### src/rtl/fifo_rr_arb.sv
// Round-robin arbiter with burst hold, feeding a registered word into a shared FIFO write port.
// Define ARB_SRC_ID_EN to add the src_id output that tags each word with its requester index.
module fifo_rr_arb #(
    parameter int dw = 16,
    parameter int N  = 4,
    parameter int B  = 1
) (
    input  logic              clk,
    input  logic              rst,
    input  logic [N-1:0]      req_in,
    input  logic [N*dw-1:0]   d_in,
    output logic [N-1:0]      ack_in,
    output logic [dw-1:0]     d_out,
    output logic              req_out,
    input  logic              ack_out
`ifdef ARB_SRC_ID_EN
    ,
    output logic [$clog2(N)-1:0] src_id
`endif
);

    localparam int PW = $clog2(N);
    localparam int CW = $clog2(B + 1);

    typedef logic [PW-1:0] ptr_t;
    typedef logic [CW-1:0] cnt_t;

    localparam cnt_t B_C     = cnt_t'(B);
    localparam ptr_t PTR_RST = ptr_t'(N - 1);

    logic [dw-1:0] d_out_q, d_out_d;
    logic          req_out_q, req_out_d;
    ptr_t          ptr_q, ptr_d;
    cnt_t          cnt_q, cnt_d;

    ptr_t winner;
    logic accept;
    logic grant;
    int   idx;

    assign accept = ~req_out_q | ack_out;
    assign grant  = ~rst & accept & (|req_in);

    // cnt == 0 only right after reset: no burst is in progress, so the search
    // starts past ptr = N-1 and the first grant lands on requester 0.
    always_comb begin
        // NOTE: every combinational output gets a default first so no path leaves it unassigned (no latch).
        winner = ptr_q;
        idx    = 0;
        if (req_in[ptr_q] && cnt_q != '0 && cnt_q < B_C) begin
            winner = ptr_q;
        end else begin
            // Descending loop: the nearest requester after ptr is written last and wins.
            for (int k = N; k >= 1; k--) begin
                idx = int'(ptr_q) + k;
                if (idx >= N) idx = idx - N;
                if (req_in[idx]) winner = ptr_t'(idx);
            end
        end
    end

    always_comb begin
        ack_in = '0;
        if (grant) ack_in[winner] = 1'b1;
    end

    always_comb begin
        d_out_d   = d_out_q;
        req_out_d = req_out_q;
        ptr_d     = ptr_q;
        cnt_d     = cnt_q;
        if (grant) begin
            d_out_d   = d_in[int'(winner)*dw +: dw];
            req_out_d = 1'b1;
            ptr_d     = winner;
            if (winner == ptr_q) begin
                cnt_d = (cnt_q == B_C) ? cnt_q : cnt_q + 1'b1;
            end else begin
                cnt_d = cnt_t'(1);
            end
        end else if (accept) begin
            req_out_d = 1'b0;
        end
    end

    always_ff @(posedge clk) begin
        // NOTE: sequential state uses non-blocking assignments so all flops update from pre-edge values.
        if (rst) begin
            d_out_q   <= '0;
            req_out_q <= 1'b0;
            ptr_q     <= PTR_RST;
            cnt_q     <= '0;
        end else begin
            d_out_q   <= d_out_d;
            req_out_q <= req_out_d;
            ptr_q     <= ptr_d;
            cnt_q     <= cnt_d;
        end
    end

    assign d_out   = d_out_q;
    assign req_out = req_out_q;

`ifdef ARB_SRC_ID_EN
    ptr_t src_id_q, src_id_d;

    always_comb begin
        src_id_d = src_id_q;
        if (grant) src_id_d = winner;
    end

    always_ff @(posedge clk) begin
        if (rst) src_id_q <= '0;
        else     src_id_q <= src_id_d;
    end

    assign src_id = src_id_q;
`else
    // Without the source tag the winner index only steers data and the pointer.
`endif

endmodule
### config.mk
export PLATFORM = sky130hd
export DESIGN_NAME = fifo_rr_arb
export DESIGN_NICKNAME = d
export VERILOG_FILES = /design/src/rtl/fifo_rr_arb.sv
export SDC_FILE = /design/constraint.sdc
export NUM_CORES = 1
export LEC_CHECK = 0
export CORE_UTILIZATION = 37
export CTS_BUF_LIST = sky130_fd_sc_hd__clkbuf_8 sky130_fd_sc_hd__clkbuf_16
export CTS_CLUSTER_SIZE = 30
export DETAILED_ROUTE_END_ITERATION = 10
export PLACE_DENSITY = 0.82
export SYNTH_ARGS = -nofsm -noshare
export SYNTH_HDL_FRONTEND = slang
export SYNTH_SLANG_ARGS = --single-unit
export TNS_END_PERCENT = 50
### constraint.sdc
create_clock -name clk -period 3.16 [get_ports clk]
set_clock_uncertainty 0.1 [all_clocks]
set_input_delay 0.474 -clock clk [delete_from_list [all_inputs] [get_ports clk]]
set_output_delay 0.474 -clock clk [all_outputs]
set_load 0.1 [all_outputs]
Yosys cells after proc, flatten, opt, wreduce, memory -nomap -nowiden

Index checks and enable logic that the tools add are counted.

Register bits: 20
Logic and storage cells: 71
Input port bits: 71
Output and inout port bits: 21

Bitwise logic cells: 5
Equal/unequal tests: 1
Shift operators: 1
Reductions and logical operators: 5
Magnitude comparators: 12
$add $sub $neg: 9
Muxes and demuxes: 34

Operator list:

| kind                                                                           | number |
|---|---|
| 32-bit two-way mux                                                             | 8 |
| 32-bit by 4-bit less-than comparator with 1-bit output (second input constant) | 4 |
| 64-bit by 7-bit indexed part select with 16-bit output                         | 1 |
| 1-bit two-way mux                                                              | 14 |
| 3-bit by 3-bit subtractor with 4-bit output (second input constant)            | 3 |
| 1-bit binary-select mux with 2-bit select                                      | 5 |
| 2-bit two-way mux                                                              | 5 |
| 3-bit >= comparator (second input constant)                                    | 3 |
| 2-bit by 2-bit adder with 3-bit output (second input constant)                 | 2 |
| 2-bit by 3-bit less-than comparator with 1-bit output (second input constant)  | 2 |
| 4-bit by 3-bit subtractor with 5-bit output (second input constant)            | 1 |
| 2-bit by 3-bit adder with 4-bit output (second input constant)                 | 1 |
| 4-bit by 3-bit >= comparator with 1-bit output (second input constant)         | 1 |
| 4-bit two-way mux                                                              | 1 |
| 4-bit OR reduction                                                             | 1 |
| 2-bit by 1-bit adder with 3-bit output (second input constant)                 | 1 |
| 1-bit logical AND                                                              | 3 |
| 1-bit AND                                                                      | 2 |
| 1-bit demux with 2-bit select                                                  | 1 |
| 2-bit equality test                                                            | 1 |
| 2-bit by 1-bit >= comparator with 1-bit output (second input constant)         | 1 |
| 1-bit inverter                                                                 | 2 |
| 2-bit nonzero test                                                             | 1 |
| 1-bit adder (second input constant)                                            | 1 |
| 2 further kinds                                                                | 2 |

Logic depth before layout (Yosys ltp)

Gate-level depths: netlist (run 1).

Word-level depth: 18
Mapped depth: 7
Gate-level depth less buffers: 4

Worst setup path after synthesis (run 1)

Ideal clock, no wire load.

Path type: register to output
From: register req_out_q (netlist: req_out)
To: output ack_in[1]
Arrival: 2.827 ns
Stages on the path, launching flop included: 7
Slack: -0.241 ns
Path buffers: 2
Data required time: 2.586 ns
Path through: dfxtp_1 nand2b_1 nand3_2 a31o_4 buf_6 buf_12 nor2_1

Word-level cells in the longest chain between the ends: 5

Ends and longest elaborated chain:

| what                   | RTL line | source |
|---|---|---|
| start, declared        | 32       | `logic req_out_q, req_out_d;` |
| start signal, assigned | 95       | `req_out_q <= req_out_d;` |
| 1-bit inverter         | 41       | `assign accept = ~req_out_q \| ack_out;` |
| 1-bit OR               | 41       |  |
| 1-bit AND (2 in a row) | 42       | `assign grant = ~rst & accept & (\|req_in);` |
| 4-bit two-way mux      | 64       | `if (grant) ack_in[winner] = 1'b1;` |
| end, declared          | 12       | `output logic [N-1:0] ack_in,` |

Every way passes these cells.

Worst setup path in the final report (run 1)

From: input req_in[1]
To: output ack_in[0]

Word-level cells in the longest chain between the ends: 13
Elaborated cells on any way between the ends: 29
Classes of those cells: order compare: 2; mux: 22; bitwise: 1; reduce/logical: 4

Ends and longest elaborated chain:

| what                                                                                                                                                 | RTL line | source |
|---|---|---|
| start, declared                                                                                                                                      | 10       | `input logic [N-1:0] req_in,` |
| 1-bit binary-select mux with 2-bit select                                                                                                            | 57       | `if (req_in[idx]) winner = ptr_t'(idx);` |
| 1-bit two-way mux (not written as such) (2 in a row)                                                                                                 | 57       |  |
| 2-bit two-way mux (4 in a row)                                                                                                                       | 57       |  |
| 2-bit two-way mux                                                                                                                                    | 50       | `if (req_in[ptr_q] && cnt_q != '0 && cnt_q < B_C) begin` |
| 2-bit by 3-bit less-than comparator with 1-bit output (not written as such) / 2-bit by 1-bit >= comparator with 1-bit output (equally long branches) | 64       |  |
| 1-bit logical AND (not written as such)                                                                                                              | 64       |  |
| 1-bit two-way mux (not written as such)                                                                                                              | 64       |  |
| 1-bit demux with 2-bit select                                                                                                                        | 64       |  |
| 4-bit two-way mux (*)                                                                                                                                | 64       |  |

Every way passes the cells marked *; elsewhere a longest branch is shown, timed or not. The select of a mux whose other input is x is not followed.

==> results of run 1 <==
## layout make-up
type / instances / share of cell area [%]
timing repair buffer: 95 / 41.8
multi-input combinational: 92 / 36.1
clock inverter: 1 / 0.223
sequential: 19 / 17.0
inverter: 3 / 0.502
clock buffer: 3 / 1.84
tap: 46 / 2.57
## through the flow
stage          cells  total power, mW
6_report         259             1.11
5_1_grt          259             1.15
4_1_cts          259             1.12
3_5_place_dp     255            0.944
3_3_place_gp     255            0.933
2_1_floorplan    123            0.764
## power groups by stage
stage	Sequential (mW)	Combinational, mW	Clock, mW
6_report	0.299	0.637	0.174
5_1_grt	0.303	0.666	0.186
4_1_cts	0.298	0.642	0.181
3_5_place_dp	0.303	0.641	0
3_3_place_gp	0.302	0.631	0
2_1_floorplan	0.535	0.228	0
## cell usage after synthesis (all sizes together)
cell type / n
a31o: 1
o221ai: 16
mux2i: 33
nand3: 1
a21oi: 2
nand2: 19
a21o: 2
a211o: 1
nand3b: 1
nor2: 4
nand2b: 3
inv: 3
or2: 1
nand4b: 1
o211ai: 1
a31oi: 2
or4: 1
nor4: 1
nor3: 1
nor3b: 1
dfxtp: 19
buf: 9
## registers in the layout, summed over array words and instances (netlist names)
| name | flops |
|---|---|
| ptr_q | 2 |
| d_out | 16 |
| req_out | 1 |
## critical path, cell delays in order
cell	delay, ps
clkdlybuf4s50_1	480
or4_4	610
nand3_2	120
nand4b_4	200
nor2_1	110
buf_12	180
## kinds of logic (layout without fill, tap and decap cells)
logic type	Yosys count	after routing	synth area share, %
simple gates	34	34	14.4
mux	33	33	25.7
compound gates	25	25	21.7
flops	19	19	29.6
buf+inv	12	102	8.57
## worst max-delay path by stage
stage | from | end | slack (ps) | depth (start not counted)
2_1_floorplan | req_out$_SDFFE_PP0P_ | ack_in[1] | -240 | 6
3_3_place_gp | req_in[1] | ack_in[0] | 480 | 6
3_5_place_dp | req_in[1] | ack_in[0] | 420 | 6
4_1_cts | req_in[1] | ack_in[0] | 410 | 6
5_1_grt | req_in[1] | ack_in[0] | 360 | 6
6_report | req_in[1] | ack_in[0] | 410 | 6
## per-layer routing
| metal | vias up | GRT usage [%] |
|---|---|---|
| li1 | 642 | - |
| met5 | - | 0 |
| met4 | 0 | 12.0 |
| met2 | 66 | 39.7 |
| met3 | 11 | 2.99 |
| met1 | 601 | 22.2 |
==> results.toml, run 1 <==
[setup_path]
r2r_slack_ps = 1310
crit_type = "input pin to output pin"
crit_fanout = 7
r2r_end = "d_out[13]$_SDFFE_PP0P_"
rr_worst_depth = 5
cp.arrival_ps = 2180
setup.worst_path.end_class = "output pin"
reg2reg_from = "ptr_q[1]$_SDFFE_PP1P_"
required_ps = 2590
start_kind = "input pin"

[pwr]
leakage_nw = 0.933
p_clk_share_pct = 15.7
p_sw_mw = 0.518
ir_worst_vdd_mv = 0.284
combPwrFrac_pct = 57.4
power_frac_seq_pct = 26.9
internal_power_mw = 0.592
pwr_density_cell_nw_per_um2 = 495
swShare_pct = 46.7

[final_layout]
final_util_pct = 67.2
regArea_sq_um = 380
final_nets = 285
drive_above_1_share_pct = 21.1
layout_common_cells = "clkdlybuf4s50_1, mux2i_1, buf_4"
final_area_sq_um = 2240
final_common_cell = "clkdlybuf4s50_1"
multi_input_area_sq_um = 810
final.fill_count = 267
areaGrowthSynthToFinish_pct = 74.6
antenna_cells = 0

[place]
place.gp.congestion = 0.916
place_hpwl_microns = 3030
dpl_cell_area_sq_um = 2200
io_buffers = 91
dp_slack_ps = 417

[route]
drt-total-wl_microns = 3800
wl_met3_microns = 264
drtIter0Drc = 64
met1_length_microns = 1450
drt-vias-per-instance = 5.10
ant_nets = 0
num_vias = 1320
firstDrtPassIters = 4
top_layer = "met4"
wire_per_inst_microns = 14.7
dr_wl_met2_microns = 1960
route.detailed.drc = 0

[yosys]
yosys.cell_types.count = 26
synthTopCellsByArea = "dfxtp_1, mux2i_1, o221ai_2, nand2_1, o221ai_1"
synth-seq-cells = 19
yosysTopAreaCell = "dfxtp_1"
ys_seq_area_share_pct = 29.6
syn_inst = 123
syn_avg_cell_area_sq_um = 10.4
synth_top_area_share_pct = 29.6
synth_fp_nets = 194
yosys_warnings = 0
synth_area_sq_um = 1280

[die]
dieWidth_microns = 60.9
ios = 92
fp.coreArea_sq_um = 3340
dieArea_sq_um = 3710
fp.dieH_microns = 60.9
rows = 21
initial_core_util_pct = 38.5

[worst_hold_path]
holdPathStages = 2
worstHoldStart = "d_out[5]$_SDFFE_PP0P_"
hold_path_class = "flip-flop to flip-flop"
hold-path-endpoint = "d_out[5]$_SDFFE_PP0P_"

[clock_tree]
cts.clk_slew.worst_paths_ps = 70
clock_path_buffers = 2
post-cts-setup-buffers = 0
cts_resized = 0
cts_inserted_buffers = 3
clk_latency_ps = 260
holdBufCountCts = 0
cts.sinks = 19
cts_tree = "built"
root_buffer = "clkbuf_8"
htree_levels = 1

[job]
cap_violations = 0

[sta]
maxSlewHeadroom_pct = 69.1
finalSetupTns_ps = 0
fin_crit_sh_pct = 87.2
min_period_ps = 2750
hold_violations = 0
timing.fmax_mhz = 363
timing.hold.ws_ps = 372
setup_viol = 0
maxSlewViolCount = 0
rsz0062_at_grt = "no"
setup_slack_ps = 405
tightest_slew_ps = 463

[global_routing]
first_global_vias = 1310
grt_overflow = 0
grt_first_pass_wirelength_microns = 5610
grt_max_degree = 19
antenna_found_initial = 0
grt.total_usage_pct = 21.1

[run_status]
status = "finished clean"
(Power assumes the default switching activity.)
==> run 2: changes to the inputs <==
- CELL_PAD_IN_SITES_DETAIL_PLACEMENT: not set -> 0
- CELL_PAD_IN_SITES_GLOBAL_PLACEMENT: not set -> 1
- CORE_UTILIZATION: 37 -> 26
- TNS_END_PERCENT: 50 -> 30
==> run 2 against run 1 <==
Compared with the run above:
- wire length fell by 2.3%
- via count decreased by 2.3%
- clock power hardly changed
- die area grew 41%
- clock-buffer cell count unchanged
- sequential share of layout area shrank 0.22 points
- core utilization decreased by 19 points
- total power decreased by 0.18%
- final cell count is 7.7% higher
- critical endpoint is now ack_in[1]
==> results.toml, run 2 (synthesized netlist as in run 1, its figures left out) <==
[sta]
timing.hold.ws_ps = 371
timing.fmax_mhz = 361
maxSlewViolCount = 0
tightest_slew_ps = 479
setup_viol = 0
fin_crit_sh_pct = 87.7
rsz0062_at_grt = "no"
min_period_ps = 2770
hold_violations = 0
maxSlewHeadroom_pct = 68.0

[final_layout]
areaGrowthSynthToFinish_pct = 76.9
largest_register_ffs = 16
final_util_pct = 47.8
stdcell_count = 279
regArea_sq_um = 380
final_common_cell = "clkdlybuf4s50_1"
drive_above_1_share_pct = 20.3
final_nets = 284
multi_input_area_sq_um = 810
antenna_cells = 0
layout_common_cells = "clkdlybuf4s50_1, mux2i_1, nand2_1, dfxtp_1, buf_4"
final.fill_count = 460

[global_routing]
grt_overflow = 0
antenna_found_initial = 0
grt_first_pass_wirelength_microns = 5970
first_global_vias = 1277
grt_max_degree = 35
grt.total_usage_pct = 14.5

[setup_path]
path_buf_inv = 2
crit_chain = "clkdlybuf4s50_1, or4_4, nand3_2, a31o_4, nor2_1, buf_12"
path_delay_family = "simple AND/OR/NAND/NOR gates"
start_kind = "input pin"
required_ps = 2590
crit_slowest_cell = "or4_4"
critical_path.max_stage_delay_ps = 600
cp.arrival_ps = 2200
crit_fanout = 12
crit_type = "input pin to output pin"
setup.worst_path.end_class = "output pin"

[clock_tree]
clk_latency_ps = 250
cts_resized = 0
holdBufCountCts = 0
clock_path_buffers = 2
htree_levels = 1
cts_inserted_buffers = 3
cts_tree = "built"
post-cts-setup-buffers = 0
cts.clk_slew.worst_paths_ps = 70
cts.sinks = 19
root_buffer = "clkbuf_8"

[die]
initial_core_util_pct = 27.0
dieArea_sq_um = 5230
rows = 25
fp.coreArea_sq_um = 4750
fp.dieH_microns = 72.3
dieWidth_microns = 72.3
ios = 92

[pwr]
pwr_density_cell_nw_per_um2 = 487
leakage_nw = 0.934
ir_worst_vdd_mv = 0.227

[route]
drt-vias-per-instance = 4.62
drt-total-wl_microns = 3710
wire_per_inst_microns = 13.3
firstDrtPassIters = 4
ant_nets = 0
drtIter0Drc = 44
num_vias = 1289
route.detailed.drc = 0

[job]
cap_violations = 0

[run_status]
status = "finished clean"

[place]
place_hpwl_microns = 2850
place.gp.congestion = 0.719
dp_cells = 275
io_buffers = 91

[worst_hold_path]
hold_path_class = "flip-flop to flip-flop"
-- run 2: cell count changes in the layout (fill, tap and decap cells not counted), sizes merged --
cell    before  now
inv          3    4
clkinv       1    0
buf         25   24
-- run 2: per-layer routing --
metal  global-route usage (%)  share of wire [%]  wire [microns]
met5                        0                  0               0
met4                     4.58                1.1              40
met3                     3.33                7.0             258
met2                     26.7                 51            1870
met1                     16.4                 41            1540
-- run 2: worst reg2reg max path: stages, from the launching register on --
cell and delay [ps]:
dfxtp_1 470, nand3b_1 160, a31oi_4 260, buf_12 270, mux2i_1 310, o221ai_2 130
-- run 2: area by class of cell --
class	count	share of cell area, %
repair buffers	94	41.5
clock inverters	1	0.165
well taps	67	3.69
inverters	3	0.495
multi-input cells	92	35.6
flip-flops and latches	19	16.7
clock buffers	3	1.82
-- run 2: stage by stage --
stage          total power [mW]  area, sq um  setup slack [ps]  setup TNS [ps]
2_1_floorplan             0.764         1280              -241            -848
3_3_place_gp              0.945         2230               394               0
3_5_place_dp              0.947         2230               384               0
4_1_cts                    1.12         2270               380               0
5_1_grt                    1.16         2270               291               0
6_report                   1.11         2270               387               0
-- run 2: power breakdown --
group	switching [mW]	internal (mW)	total (mW)
combinational	0.408	0.231	0.639
clock	0.0846	0.0864	0.171
sequential	0.0224	0.276	0.298
-- run 2: path summary, 6_finish.rpt --
check / endpoint / slack [ps] / start / depth (start not counted)
setup / recovery: ack_in[1] / 390 / req_in[1] / 6
hold reg to reg: d_out[1]$_SDFFE_PP0P_ / 370 / d_out[1]$_SDFFE_PP0P_ / 2
hold / removal: d_out[1]$_SDFFE_PP0P_ / 370 / d_out[1]$_SDFFE_PP0P_ / 2
setup reg to reg: d_out[13]$_SDFFE_PP0P_ / 1350 / ptr_q[1]$_SDFFE_PP1P_ / 5
==> run 3: changes to the inputs <==
--- a/config.mk
+++ b/config.mk
@@ -7,5 +7,4 @@
 export LEC_CHECK = 0
-export CELL_PAD_IN_SITES_DETAIL_PLACEMENT = 0
-export CELL_PAD_IN_SITES_GLOBAL_PLACEMENT = 1
-export CORE_UTILIZATION = 26
+export ABC_AREA = 1
+export CORE_UTILIZATION = 39
 export CTS_BUF_LIST = sky130_fd_sc_hd__clkbuf_8 sky130_fd_sc_hd__clkbuf_16
@@ -13,3 +12,3 @@
 export DETAILED_ROUTE_END_ITERATION = 10
-export PLACE_DENSITY = 0.82
+export PLACE_DENSITY = 0.83
 export SYNTH_ARGS = -nofsm -noshare
--- a/constraint.sdc
+++ b/constraint.sdc
@@ -4,2 +4,2 @@
 set_output_delay 0.474 -clock clk [all_outputs]
-set_load 0.1 [all_outputs]
+set_load 0.05 [all_outputs]
==> run 3 against run 2 <==
Compared with the run above:
- hold slack got worse by 17 ps
- register-to-register slack got worse by 270 ps
- non-clock buffer count increased by 3
- cell area increased by 5.4%
- maximum frequency decreased by 1.3%
- sequential power increased by 37%
- global-route usage increased by 9.8 points
- worst setup slack got worse by 37 ps
- highest routed layer unchanged
- total power increased by 140%
- first-iteration DRC count increased by 100%
- critical path depth increased by 4
- critical path type unchanged
- combinational power increased to 3.2 times the previous value
==> results.toml, run 3 <==
[yosys]
synthArstFlopShare_pct = 0
synth_edf_count = 0
yosys.cell_types.count = 19
synth_area_sq_um = 1420
synth_fp_nets = 312
synthTopCellsByArea = "nand3_1, dfxtp_1, nand2_1, buf_6, inv_1"
synth_top_area_share_pct = 29.2
ys_seq_area_share_pct = 26.8
syn_inst = 241
synth-seq-cells = 19
syn_avg_cell_area_sq_um = 5.90
yosysTopAreaCell = "nand3_1"
synth_flop_cell = "dfxtp_1"
ys_top_cells_by_count = "nand2_1, nand3_1, dfxtp_1, inv_1, buf_2"
yosysMostFrequentCell = "nand2_1"
yosys_warnings = 0

[route]
route.detailed.drc = 0
num_vias = 1878
wire_per_inst_microns = 12.2
drt-vias-per-instance = 5.02
ant_nets = 0
drt-total-wl_microns = 4550
firstDrtPassIters = 4
drtIter0Drc = 89

[global_routing]
grt_first_pass_wirelength_microns = 7730
grt_max_degree = 33
antenna_found_initial = 0
grt.total_usage_pct = 24.3
first_global_vias = 1694
grt_overflow = 0

[final_layout]
layout_common_cells = "nand2_1, clkdlybuf4s50_1, nand3_1"
multi_input_area_sq_um = 876
final_nets = 400
antenna_cells = 0
regArea_sq_um = 380
areaGrowthSynthToFinish_pct = 68.7
drive_above_1_share_pct = 8.23
final_util_pct = 70.2
final.fill_count = 309
final_area_sq_um = 2400
largest_register_ffs = 16

[die]
dieWidth_microns = 62.4
fp.dieH_microns = 62.4
initial_core_util_pct = 41.6
fp.coreArea_sq_um = 3420
rows = 21
dieArea_sq_um = 3890
ios = 92

[sta]
finalSetupTns_ps = 0
timing.fmax_mhz = 356
tightest_slew_ps = 530
min_period_ps = 2810
timing.hold.ws_ps = 354
maxSlewHeadroom_pct = 64.6
maxSlewViolCount = 0
rsz0062_at_grt = "no"
setup_viol = 0
fin_crit_sh_pct = 88.9
hold_violations = 0

[setup_path]
cp.arrival_ps = 2240
r2r_slack_ps = 1080
crit_top_cell = "nand2_1"
crit_type = "input pin to output pin"
crit_slowest_cell = "clkdlybuf4s50_1"
r2r_end = "d_out[11]$_SDFFE_PP0P_"
required_ps = 2590
path_buf_inv = 3
path_delay_family = "simple AND/OR/NAND/NOR gates"
crit_chain = "clkdlybuf4s50_1, inv_1, o21ai_1, nand2_1, nand3_1, nand2_1, nand2_1, nand2_4, nor3_1, buf_12"
setup.worst_path.end_class = "output pin"
setup.worst_path.end = "ack_in[3]"
start_kind = "input pin"
reg2reg_from = "ptr_q[0]$_SDFFE_PP1P_"
rr_worst_depth = 14
critical_path.max_stage_delay_ps = 450
cp.depth = 10
worstSetupStartpoint = "req_in[3]"
crit_fanout = 19

[place]
place_hpwl_microns = 3320
io_buffers = 91
dpl_cell_area_sq_um = 2350
place.gp.congestion = 0.937

[clock_tree]
post-cts-setup-buffers = 0
clock_path_buffers = 2
clk_latency_ps = 260
cts.sinks = 19
cts.clk_slew.worst_paths_ps = 80
holdBufCountCts = 0
htree_levels = 1
root_buffer = "clkbuf_8"
cts_resized = 0
cts_tree = "built"
cts_inserted_buffers = 3

[pwr]
finalPower_mw = 2.64
leakage_nw = 1.12
pwr_density_cell_nw_per_um2 = 1100
ir_worst_vdd_mv = 0.650

[run_status]
status = "finished clean"

[worst_hold_path]
hold_path_class = "flip-flop to flip-flop"
worstHoldStart = "d_out[12]$_SDFFE_PP0P_"

[job]
cap_violations = 0
## run 3: layer usage
metal	up-vias	part of all wire, %	GRT usage [%]
met5	-	0	0
met4	0	1.8	6.98
met3	12	6.9	4.56
met2	68	49	41.6
met1	834	43	30.8
li1	964	-	-
## run 3: how the worst min path moves through the flow
stage	to	slack [ps]	cells after the start
floorplan	ptr_q[1]$_SDFFE_PP1P_	430	2
finish	d_out[12]$_SDFFE_PP0P_	350	2
CTS	d_out[5]$_SDFFE_PP0P_	360	2
global route	d_out[12]$_SDFFE_PP0P_	370	2
detailed placement	d_out[5]$_SDFFE_PP0P_	340	2
global placement	d_out[3]$_SDFFE_PP0P_	340	2
## run 3: cell type report
cell class,count,area share [%]
inverters,17,2.77
repair buffers,97,40.5
flip-flops and latches,19,15.9
multi-input cells,191,36.5
well taps,46,2.40
clock inverters,1,0.209
clock buffers,3,1.72
## run 3: cell families (layout without fill, tap and decap cells)
| group | Yosys count | after routing | share of synthesized area, % |
|---|---|---|---|
| buffers and inverters | 31 | 118 | 11.6 |
| AOI/OAI and AO/OA | 4 | 4 | 1.50 |
| DFF | 19 | 19 | 26.8 |
| and+or+nand+nor | 187 | 187 | 60.1 |
## run 3: worst reg2reg max path, stage by stage, from the launching register on
cell and delay (ps):
dfxtp_1 570, inv_4 110, nand2_1 80, nand2_1 70
nand2_1 80, nand2_1 50, nand3_1 70, nand2_1 50
nand2_1 90, nand2_4 150, inv_2 90, buf_4 230
nand3_1 110, nand3_1 80, nand2_1 50
## run 3: per-stage QoR
step | std cells | setup WS (ps)
6_report | 374 | 350
5_1_grt | 374 | 150
4_1_cts | 374 | 361
3_5_place_dp | 370 | 364
3_3_place_gp | 370 | 403
2_1_floorplan | 241 | 303
## run 3: where the power goes
group	internal [mW]	switching [mW]	leakage [nW]	total, mW
clock network	0.0878	0.0902	0.0255	0.178
logic	0.722	1.34	0.940	2.06
registers	0.341	0.0662	0.159	0.407
total	1.15	1.49	1.12	2.64
